File: src/rtl/upper_imm_unit_if.sv
// Handshake and datapath signals of the upper-immediate unit: instruction issue,
// shared-ALU request/response and register writeback.
interface upper_imm_unit_if #(
   parameter int XLEN           = 32,
   parameter int REG_SELECT_LEN = 5
);
   logic                      start;
   logic                      ready;
   logic [31:0]               instruction;
   logic [XLEN-1:0]           program_counter;
   logic                      alu_req;
   logic                      alu_gnt;
   logic [XLEN-1:0]           alu_a;
   logic [XLEN-1:0]           alu_b;
   logic [2:0]                alu_op;
   logic                      alu_sig;
   logic [XLEN-1:0]           alu_out;
   logic                      alu_valid;
   logic                      wb_valid;
   logic                      wb_ready;
   logic [REG_SELECT_LEN-1:0] output_register;
   logic [XLEN-1:0]           output_register_data;
   logic                      illegal;

   modport master (
      output start, instruction, program_counter, alu_gnt, alu_out, alu_valid, wb_ready,
      input  ready, alu_req, alu_a, alu_b, alu_op, alu_sig, wb_valid, output_register,
             output_register_data, illegal
   );

   modport slave (
      input  start, instruction, program_counter, alu_gnt, alu_out, alu_valid, wb_ready,
      output ready, alu_req, alu_a, alu_b, alu_op, alu_sig, wb_valid, output_register,
             output_register_data, illegal
   );
endinterface

File: src/rtl/upper_imm_unit.sv
// LUI/AUIPC execution unit: builds the upper immediate, borrows the shared ALU for
// AUIPC (PC + imm) and offers the result to writeback.
//
// state    | meaning
// IDLE     | ready for a new instruction
// ALU_REQ  | AUIPC operands presented, alu_req high, waiting for alu_gnt
// ALU_WAIT | ALU granted, waiting for alu_valid
// WB       | result offered on wb_valid (single dead cycle when LUI targets x0)
module upper_imm_unit #(
   parameter int XLEN           = 32,
   parameter int REG_SELECT_LEN = 5
) (
   input  logic            clk,
   input  logic            rst,
   upper_imm_unit_if.slave bus
);
   localparam logic [6:0] OP_LUI   = 7'b0110111;
   localparam logic [6:0] OP_AUIPC = 7'b0010111;

   typedef enum logic [1:0] {S_IDLE, S_ALU_REQ, S_ALU_WAIT, S_WB} state_t;

   state_t          r_state;
   logic            r_ready;
   logic            r_alu_req;
   logic            r_wb_valid;
   logic            r_illegal;
   logic [XLEN-1:0] r_alu_a;
   logic [XLEN-1:0] r_alu_b;
   logic [XLEN-1:0] r_out_data;
   logic [4:0]      r_rd;
   logic [4:0]      r_out_reg;

   logic [6:0]      w_opcode;
   logic [4:0]      w_rd;
   logic [XLEN-1:0] w_imm;
   logic            w_alu_done;

   assign w_opcode = bus.instruction[6:0];
   assign w_rd     = bus.instruction[11:7];
   assign w_imm    = {{(XLEN-31){bus.instruction[31]}}, bus.instruction[30:12], 12'b0};

   // A result landing in the grant cycle skips ALU_WAIT entirely.
   assign w_alu_done = ((r_state == S_ALU_REQ) && bus.alu_gnt && bus.alu_valid) ||
                       ((r_state == S_ALU_WAIT) && bus.alu_valid);

   always_ff @(posedge clk) begin
      if (rst) begin
         r_state    <= S_IDLE;
         r_ready    <= 1'b1;
         r_alu_req  <= 1'b0;
         r_wb_valid <= 1'b0;
         r_illegal  <= 1'b0;
         r_alu_a    <= '0;
         r_alu_b    <= '0;
         r_out_data <= '0;
         r_rd       <= '0;
         r_out_reg  <= '0;
      end else begin
         r_illegal <= 1'b0;
         case (r_state)
            S_IDLE: begin
               if (bus.start) begin
                  r_rd <= w_rd;
                  if (w_opcode == OP_LUI) begin
                     r_state    <= S_WB;
                     r_ready    <= 1'b0;
                     r_wb_valid <= (w_rd != 5'd0);
                     r_out_reg  <= w_rd;
                     r_out_data <= (w_rd != 5'd0) ? w_imm : '0;
                  end else if (w_opcode == OP_AUIPC) begin
                     r_state   <= S_ALU_REQ;
                     r_ready   <= 1'b0;
                     r_alu_req <= 1'b1;
                     r_alu_a   <= bus.program_counter;
                     r_alu_b   <= w_imm;
                  end else begin
                     r_illegal <= 1'b1;
                  end
               end
            end
            S_ALU_REQ, S_ALU_WAIT: begin
               if (w_alu_done) begin
                  r_alu_req <= 1'b0;
                  r_alu_a   <= '0;
                  r_alu_b   <= '0;
                  if (r_rd != 5'd0) begin
                     r_state    <= S_WB;
                     r_wb_valid <= 1'b1;
                     r_out_reg  <= r_rd;
                     r_out_data <= bus.alu_out;
                  end else begin
                     r_state <= S_IDLE;
                     r_ready <= 1'b1;
                  end
               end else if ((r_state == S_ALU_REQ) && bus.alu_gnt) begin
                  r_state   <= S_ALU_WAIT;
                  r_alu_req <= 1'b0;
               end
            end
            S_WB: begin
               if (bus.wb_ready || !r_wb_valid) begin
                  r_state    <= S_IDLE;
                  r_ready    <= 1'b1;
                  r_wb_valid <= 1'b0;
                  r_out_reg  <= '0;
                  r_out_data <= '0;
               end
            end
            default: begin
               r_state <= S_IDLE;
               r_ready <= 1'b1;
            end
         endcase
      end
   end

   assign bus.ready                = r_ready;
   assign bus.alu_req              = r_alu_req;
   assign bus.alu_a                = r_alu_a;
   assign bus.alu_b                = r_alu_b;
   assign bus.alu_op               = 3'b000;
   assign bus.alu_sig              = 1'b0;
   assign bus.wb_valid             = r_wb_valid;
   assign bus.output_register      = REG_SELECT_LEN'(r_out_reg);
   assign bus.output_register_data = r_out_data;
   assign bus.illegal              = r_illegal;
endmodule

File: src/flat_wrapper.sv
// flat-port wrapper written by rule: the top's interface ports become plain ports
module upper_imm_unit_flat 
#(
   parameter int XLEN           = 32,
   parameter int REG_SELECT_LEN = 5
)
  (clk, rst, bus_start, bus_instruction, bus_program_counter, bus_alu_gnt, bus_alu_out, bus_alu_valid, bus_wb_ready, bus_ready, bus_alu_req, bus_alu_a, bus_alu_b, bus_alu_op, bus_alu_sig, bus_wb_valid, bus_output_register, bus_output_register_data, bus_illegal);
  upper_imm_unit_if #(.XLEN(XLEN), .REG_SELECT_LEN(REG_SELECT_LEN)) bus_i ();
  input  logic clk;
  input  logic rst;
  input wire logic [$bits(bus_i.start)-1:0] bus_start;
  input wire logic [$bits(bus_i.instruction)-1:0] bus_instruction;
  input wire logic [$bits(bus_i.program_counter)-1:0] bus_program_counter;
  input wire logic [$bits(bus_i.alu_gnt)-1:0] bus_alu_gnt;
  input wire logic [$bits(bus_i.alu_out)-1:0] bus_alu_out;
  input wire logic [$bits(bus_i.alu_valid)-1:0] bus_alu_valid;
  input wire logic [$bits(bus_i.wb_ready)-1:0] bus_wb_ready;
  output wire logic [$bits(bus_i.ready)-1:0] bus_ready;
  output wire logic [$bits(bus_i.alu_req)-1:0] bus_alu_req;
  output wire logic [$bits(bus_i.alu_a)-1:0] bus_alu_a;
  output wire logic [$bits(bus_i.alu_b)-1:0] bus_alu_b;
  output wire logic [$bits(bus_i.alu_op)-1:0] bus_alu_op;
  output wire logic [$bits(bus_i.alu_sig)-1:0] bus_alu_sig;
  output wire logic [$bits(bus_i.wb_valid)-1:0] bus_wb_valid;
  output wire logic [$bits(bus_i.output_register)-1:0] bus_output_register;
  output wire logic [$bits(bus_i.output_register_data)-1:0] bus_output_register_data;
  output wire logic [$bits(bus_i.illegal)-1:0] bus_illegal;
  assign bus_i.start = bus_start;
  assign bus_i.instruction = bus_instruction;
  assign bus_i.program_counter = bus_program_counter;
  assign bus_i.alu_gnt = bus_alu_gnt;
  assign bus_i.alu_out = bus_alu_out;
  assign bus_i.alu_valid = bus_alu_valid;
  assign bus_i.wb_ready = bus_wb_ready;
  assign bus_ready = bus_i.ready;
  assign bus_alu_req = bus_i.alu_req;
  assign bus_alu_a = bus_i.alu_a;
  assign bus_alu_b = bus_i.alu_b;
  assign bus_alu_op = bus_i.alu_op;
  assign bus_alu_sig = bus_i.alu_sig;
  assign bus_wb_valid = bus_i.wb_valid;
  assign bus_output_register = bus_i.output_register;
  assign bus_output_register_data = bus_i.output_register_data;
  assign bus_illegal = bus_i.illegal;
  upper_imm_unit #(.XLEN(XLEN), .REG_SELECT_LEN(REG_SELECT_LEN)) u_core (.clk(clk), .rst(rst), .bus(bus_i));
endmodule
File: config.mk
export PLATFORM = sky130hd
export DESIGN_NAME = upper_imm_unit_flat
export DESIGN_NICKNAME = d
export VERILOG_FILES = /design/src/rtl/upper_imm_unit_if.sv /design/src/rtl/upper_imm_unit.sv /design/src/flat_wrapper.sv
export SDC_FILE = /design/constraint.sdc
export NUM_CORES = 1
export LEC_CHECK = 0
export BUFFER_PORTS_ARGS = -buffer_cell sky130_fd_sc_hd__buf_2
export CELL_PAD_IN_SITES_DETAIL_PLACEMENT = 1
export CELL_PAD_IN_SITES_GLOBAL_PLACEMENT = 2
export CORE_MARGIN = 2
export CORE_UTILIZATION = 24
export DETAILED_ROUTE_END_ITERATION = 6
export HOLD_SLACK_MARGIN = 0.1
export PLACE_DENSITY = 0.83
export SYNTH_ARGS = -nofsm -noshare
export SYNTH_HDL_FRONTEND = slang
export SYNTH_SLANG_ARGS = --single-unit
File: constraint.sdc
create_clock -name clk -period 2.2 [get_ports clk]
set_input_delay 0.22 -clock clk [delete_from_list [all_inputs] [get_ports clk]]
set_output_delay 0.22 -clock clk [all_outputs]
set_load 0.05 [all_outputs]
Yosys cells after proc, flatten, opt, wreduce, memory -nomap -nowiden:

Cells that the tools add are included.

* input bits: 102
* word-level logic and storage cells: 95
* bits in registers: 112
* output and inout bits: 109

* bitwise gates (word level): 2
* multiplexer cells: 50
* eq/ne operators: 15
* reductions and logical operators: 18

Operator list (number)
* 32-bit 2-to-1 mux: 13
* 32-bit one-hot mux with 2 select lines: 2
* 32-bit one-hot mux with 3 select lines: 1
* 5-bit 2-to-1 mux: 5
* 5-bit AND reduction: 4
* 1-bit 2-to-1 mux: 17
* 5-bit one-hot mux with 3 select lines: 1
* 2-bit 2-to-1 mux: 7
* 2-bit by 1-bit != test with 1-bit output (second input constant): 5
* 5-bit nonzero test: 2
* 7-bit by 5-bit equality test with 1-bit output (second input constant): 1
* 7-bit by 6-bit equality test with 1-bit output (second input constant): 1
* 2-bit != test (second input constant): 3
* 3-bit by 1-bit != test with 1-bit output (second input constant): 2
* 1-bit one-hot mux with 3 select lines: 2
* 2-bit one-hot mux with 3 select lines: 1
* 2-bit equality test (second input constant): 2
* 4-bit AND reduction: 1
* 4-bit OR reduction: 1
* 1-bit logical AND: 3
* 2-bit by 1-bit equality test with 1-bit output (second input constant): 1
* 2-bit zero test: 1
* 1-bit logical OR: 2
* 1-bit NOT: 2
* other kinds (5): 5

Depth between registers and ports, before layout:

* depth in word-level cells: 6
* depth in mapped cells: 9

Worst setup path before layout:

OpenSTA, ideal clock, no wires.

* kind: reg-to-reg
* start point: register u_core.r_state[0]
* end point: register u_core.r_alu_a[0], in the netlist u_core.bus.alu_a[0]
* buffers on the path: 2
* slack: 0.220 ns
* cell stages (with the launch flop): 10
* setup time: 0.132 ns
* arrival time: 1.848 ns
* period minus slack after synthesis: 1.980 ns
* cells stage by stage: dfxtp_1 > inv_1 > ha_1 > nand2_1 > o41ai_2 > nand2b_1 > clkbuf_1 > clkbuf_1 > nand2_1 > a21oi_1

* word-level cells in the longest chain between the ends: 6
* elaborated cells on any way between the ends: 15
* classes of those cells: 6 x eq/ne; 1 x mux; 8 x reduce/logical

RTL lines
* start, declared: line upper_imm_unit.sv:22 `state_t r_state;`
* start signal, assigned: line upper_imm_unit.sv:48 `r_state <= S_IDLE;`
* start signal, assigned: line upper_imm_unit.sv:65 `r_state <= S_WB;`
* start signal, assigned: line upper_imm_unit.sv:71 `r_state <= S_ALU_REQ;`
* 2-bit by 1-bit equality test with 1-bit output: line upper_imm_unit.sv:43, upper_imm_unit.sv:60
* 1-bit logical AND (2 in a row): line upper_imm_unit.sv:43 `assign w_alu_done = ((r_state == S_ALU_REQ) && bus.alu_gnt && bus.alu_valid) ||`
* 1-bit logical OR: line upper_imm_unit.sv:43
* 2-bit by 1-bit != test with 1-bit output (no line)
* 5-bit AND reduction (no line)
* end signal, assigned: line upper_imm_unit.sv:74 `r_alu_a <= bus.program_counter;`
* end, declared: line upper_imm_unit.sv:27 `logic [XLEN-1:0] r_alu_a;`

Several ways; a longest one is shown, not always the timed one.
A chain may end at the register's enable or synchronous reset.

Worst setup path after layout:

* start point: register u_core.r_state[1]
* end point: register u_core.r_alu_b[21], in the netlist u_core.bus.alu_b[21]

* word-level cells in the longest chain between the ends: 6
* elaborated cells on any way between the ends: 15
* classes of those cells: 6 x eq/ne; 1 x mux; 8 x reduce/logical

RTL lines
* 2-bit by 1-bit equality test with 1-bit output: line upper_imm_unit.sv:43, upper_imm_unit.sv:60
* 1-bit logical AND (2 in a row): line upper_imm_unit.sv:43
* 1-bit logical OR: line upper_imm_unit.sv:43
* 2-bit by 1-bit != test with 1-bit output (no line)
* 5-bit AND reduction (no line)
* end signal, assigned: line upper_imm_unit.sv:75 `r_alu_b <= w_imm;`
* end, declared: line upper_imm_unit.sv:28 `logic [XLEN-1:0] r_alu_b;`

Several ways; a longest one is shown, not always the timed one.

==> results.cfg <==
[outcome]
outcome = finished, final reports clean

[drt]
routed-via-count = 4329
m1WireLength_mm = 6.59
drtIter0Drc = 188
met3WireLength_um = 729
routed-wl-met2_mm = 7.56
top_layer = met4
ant_nets = 0
via_per_inst = 4.71
post_drt_wl_per_cell_um = 16.7
wl_mm = 15.4
drc = 0
firstDrtPassIters = 4

[sta]
fin_skew_ns = 0.00348
worst_hold_slack_ns = 0.134
setup_viol = 0
grt_setup_unrepaired = yes
max-slew-margin-rel_pct = 51.1
final.min_clock_period_ns = 2.06
clock.fmax_mhz = 485
drv_slew = 0
period_share_pct = 93.7
tightest_slew_ns = 0.734
hold_viol = 0

[logic_synthesis]
synthArstFlopShare_pct = 0
yosysSeqAreaShare_pct = 47.5
synth_top_family_by_area = simple AND/OR/NAND/NOR gates
netlist.area_leader.share_pct = 47.5
synth_xor_xnor_area_share_pct = 0
synth_mux_area_share_pct = 0.475
postSynthCellCount = 506
avgSynthCellArea_um2 = 8.33
netlist_area_um2 = 4220
synth_top_area_cell = dfxtp_1
ys_seq_elements = 100
yosys_warnings = 0
synth_area_leaders = dfxtp_1 47%, a21oi_1 8.7%, nand3_1 8.4%
synth-edff-count = 0
ys_types = 37
yosys.area_share.simple_pct = 24.2
synthAdderAreaFrac_pct = 1.48
synthFlopType = dfxtp_1
synth-compound-area-share_pct = 18.2

[clock_tree]
clk_pin_slew_ns = 0.07
clock_latency_ns = 0.34
cts_tree = yes
cts_hold_buffers = 0
clk_path_buf_depth = 2
cts_buffers = 9
clock-root-buffer = clkbuf_16
htree_levels = 3
cts_num_sinks = 100

[min_path]
hold_class = in -> reg
hold_depth = 3

[placement]
dp_hpwl_mm = 11.8
routabilityCongestion = 0.762
portBuffers = 194
dp.cells = 903

[setup_path]
critPathMaxFanout = 28
required_ns = 2.47
critical_path_class = reg -> reg
ff2ff_path_depth = 8
crit_arrival_ns = 2.33
cp-start-kind = flip-flop
rrSetupSlack_ns = 0.14
crit_path_end_kind = flip-flop

[floorplanning]
coreArea_um2 = 17200
die_w_um = 137
rows = 48
io_pins = 211
chipHeight_um = 137
dieArea_um2 = 18600
start_util_pct = 24.5

[cells_and_area]
final_nets = 796
areaGrowthSynthToFinish_pct = 36.3
seq_area_um2 = 2000
multi_input_area_um2 = 1960
nFillCells = 2113
final_cells = 919
drive_gt1_share_pct = 36.5
mostFrequentLayoutCell = buf_2
layout_common_cells = 193 x buf_2, 100 x dfxtp_1, 78 x nand2_1
fin_util_pct = 33.3

[power]
total_power_w = 0.00375
leakagePower_nw = 2.46
comb_power_share_pct = 9.4
swShare_pct = 24.7
switchingPower_w = 0.000927
p_seq_share_pct = 49.0
internal_power_w = 0.00282
peakVddDrop_v = 0.000317
clkPwrFrac_pct = 41.6
power_density_nw_per_um2 = 652

[global_route]
overflow = 0
grt_pass1_wl_mm = 23.8
antenna_found_initial = 1
grt_max_degree = 67
grt_usage_pct = 16.4
grt_pass1_vias = 4521

[job]
cap_viol_max_count = 0
## what timing repair did
| action | CTS | global route |
|---|---|---|
| endpoints found under the setup margin | 0 | 91 |
| gates resized for setup | 0 | 9 |
| setup buffers | 0 | 0 |
## worst paths after layout
| kind | startpoint | end |
|---|---|---|
| setup reg to reg | u_core.r_state[1]$_SDFFE_PP0P_ | u_core.bus.alu_b[21]$_SDFFE_PP0P_ |
| hold / removal | bus_alu_out[8] | u_core.bus.output_register_data[8]$_SDFFE_PP0P_ |
| setup / recovery | u_core.r_state[1]$_SDFFE_PP0P_ | u_core.bus.alu_b[21]$_SDFFE_PP0P_ |
| hold reg to reg | u_core.bus.output_register_data[5]$_SDFFE_PP0P_ | u_core.bus.output_register_data[5]$_SDFFE_PP0P_ |
## logic make-up after synthesis
kind of cell    count (synthesis)
simple gates                  222
flops                         100
buf+inv                        66
mux                             2
compound gates                110
other cells                     1
fa+ha+maj                       5
## power by group through the flow
stage | Clock (W) | Combinational (W) | Sequential, W
6_report | 0.00156 | 0.000351 | 0.00184
5_1_grt | 0.00168 | 0.000376 | 0.00184
4_1_cts | 0.00161 | 0.000350 | 0.00184
3_5_place_dp | 0 | 0.000349 | 0.00188
3_3_place_gp | 0 | 0.000345 | 0.00188
2_1_floorplan | 0 | 0.000170 | 0.00191
## cells in the mapped netlist, drive strengths merged (2+ instances only)
library cell,count
a211oi,5
a21oi,73
a221oi,20
buf,29
clkbuf,30
dfxtp,100
ha,5
inv,7
mux2i,2
nand2,78
nand2b,3
nand3,71
nor2,35
nor3,30
o21a,2
o41ai,2
or4,2
## registers in the layout, indices dropped and copies added, names as in the netlist
name / cells
u_core.bus.illegal: 1
u_core.bus.wb_valid: 1
u_core.bus.output_register_data: 32
u_core.bus.output_register: 5
u_core.bus.alu_b: 20
u_core.r_state: 2
u_core.bus.ready: 1
u_core.r_rd: 5
u_core.bus.alu_req: 1
u_core.bus.alu_a: 32
## per-layer routing
metal / vias up / global-route usage (%)
li1: 2101 / -
met1: 2073 / 20.2
met5: - / 0
met3: 30 / 3.11
met4: 0 / 7.58
met2: 125 / 27.7
## stage by stage
step	setup WS, ns	TNS [ns]	area [um2]
finish	0.139	0	5750
global route	-0.0181	-0.0289	5750
CTS	0.00642	0	5710
detailed placement	0.0235	0	5420
global placement	0.151	0	5420
floorplan	0.220	0	4270
## critical path, stage by stage, from the launching register on
cell and delay, ns:
dfxtp_1 0.42, inv_2 0.08, ha_2 0.37, buf_4 0.18, nand2b_1 0.10, o41ai_4 0.10
buf_4 0.40, nand3_1 0.14, a21oi_1 0.17
## area by class of cell
| type | instances | share of cell area [%] |
|---|---|---|
| clock buffers | 14 | 4.94 |
| well taps | 225 | 4.90 |
| multi-input cells | 355 | 34.1 |
| repair buffers | 216 | 20.6 |
| inverters | 7 | 0.457 |
| clock inverters | 1 | 0.0871 |
| diodes | 1 | 0.0436 |
| flip-flops and latches | 100 | 34.8 |
Power figures use the tool's default switching activity.
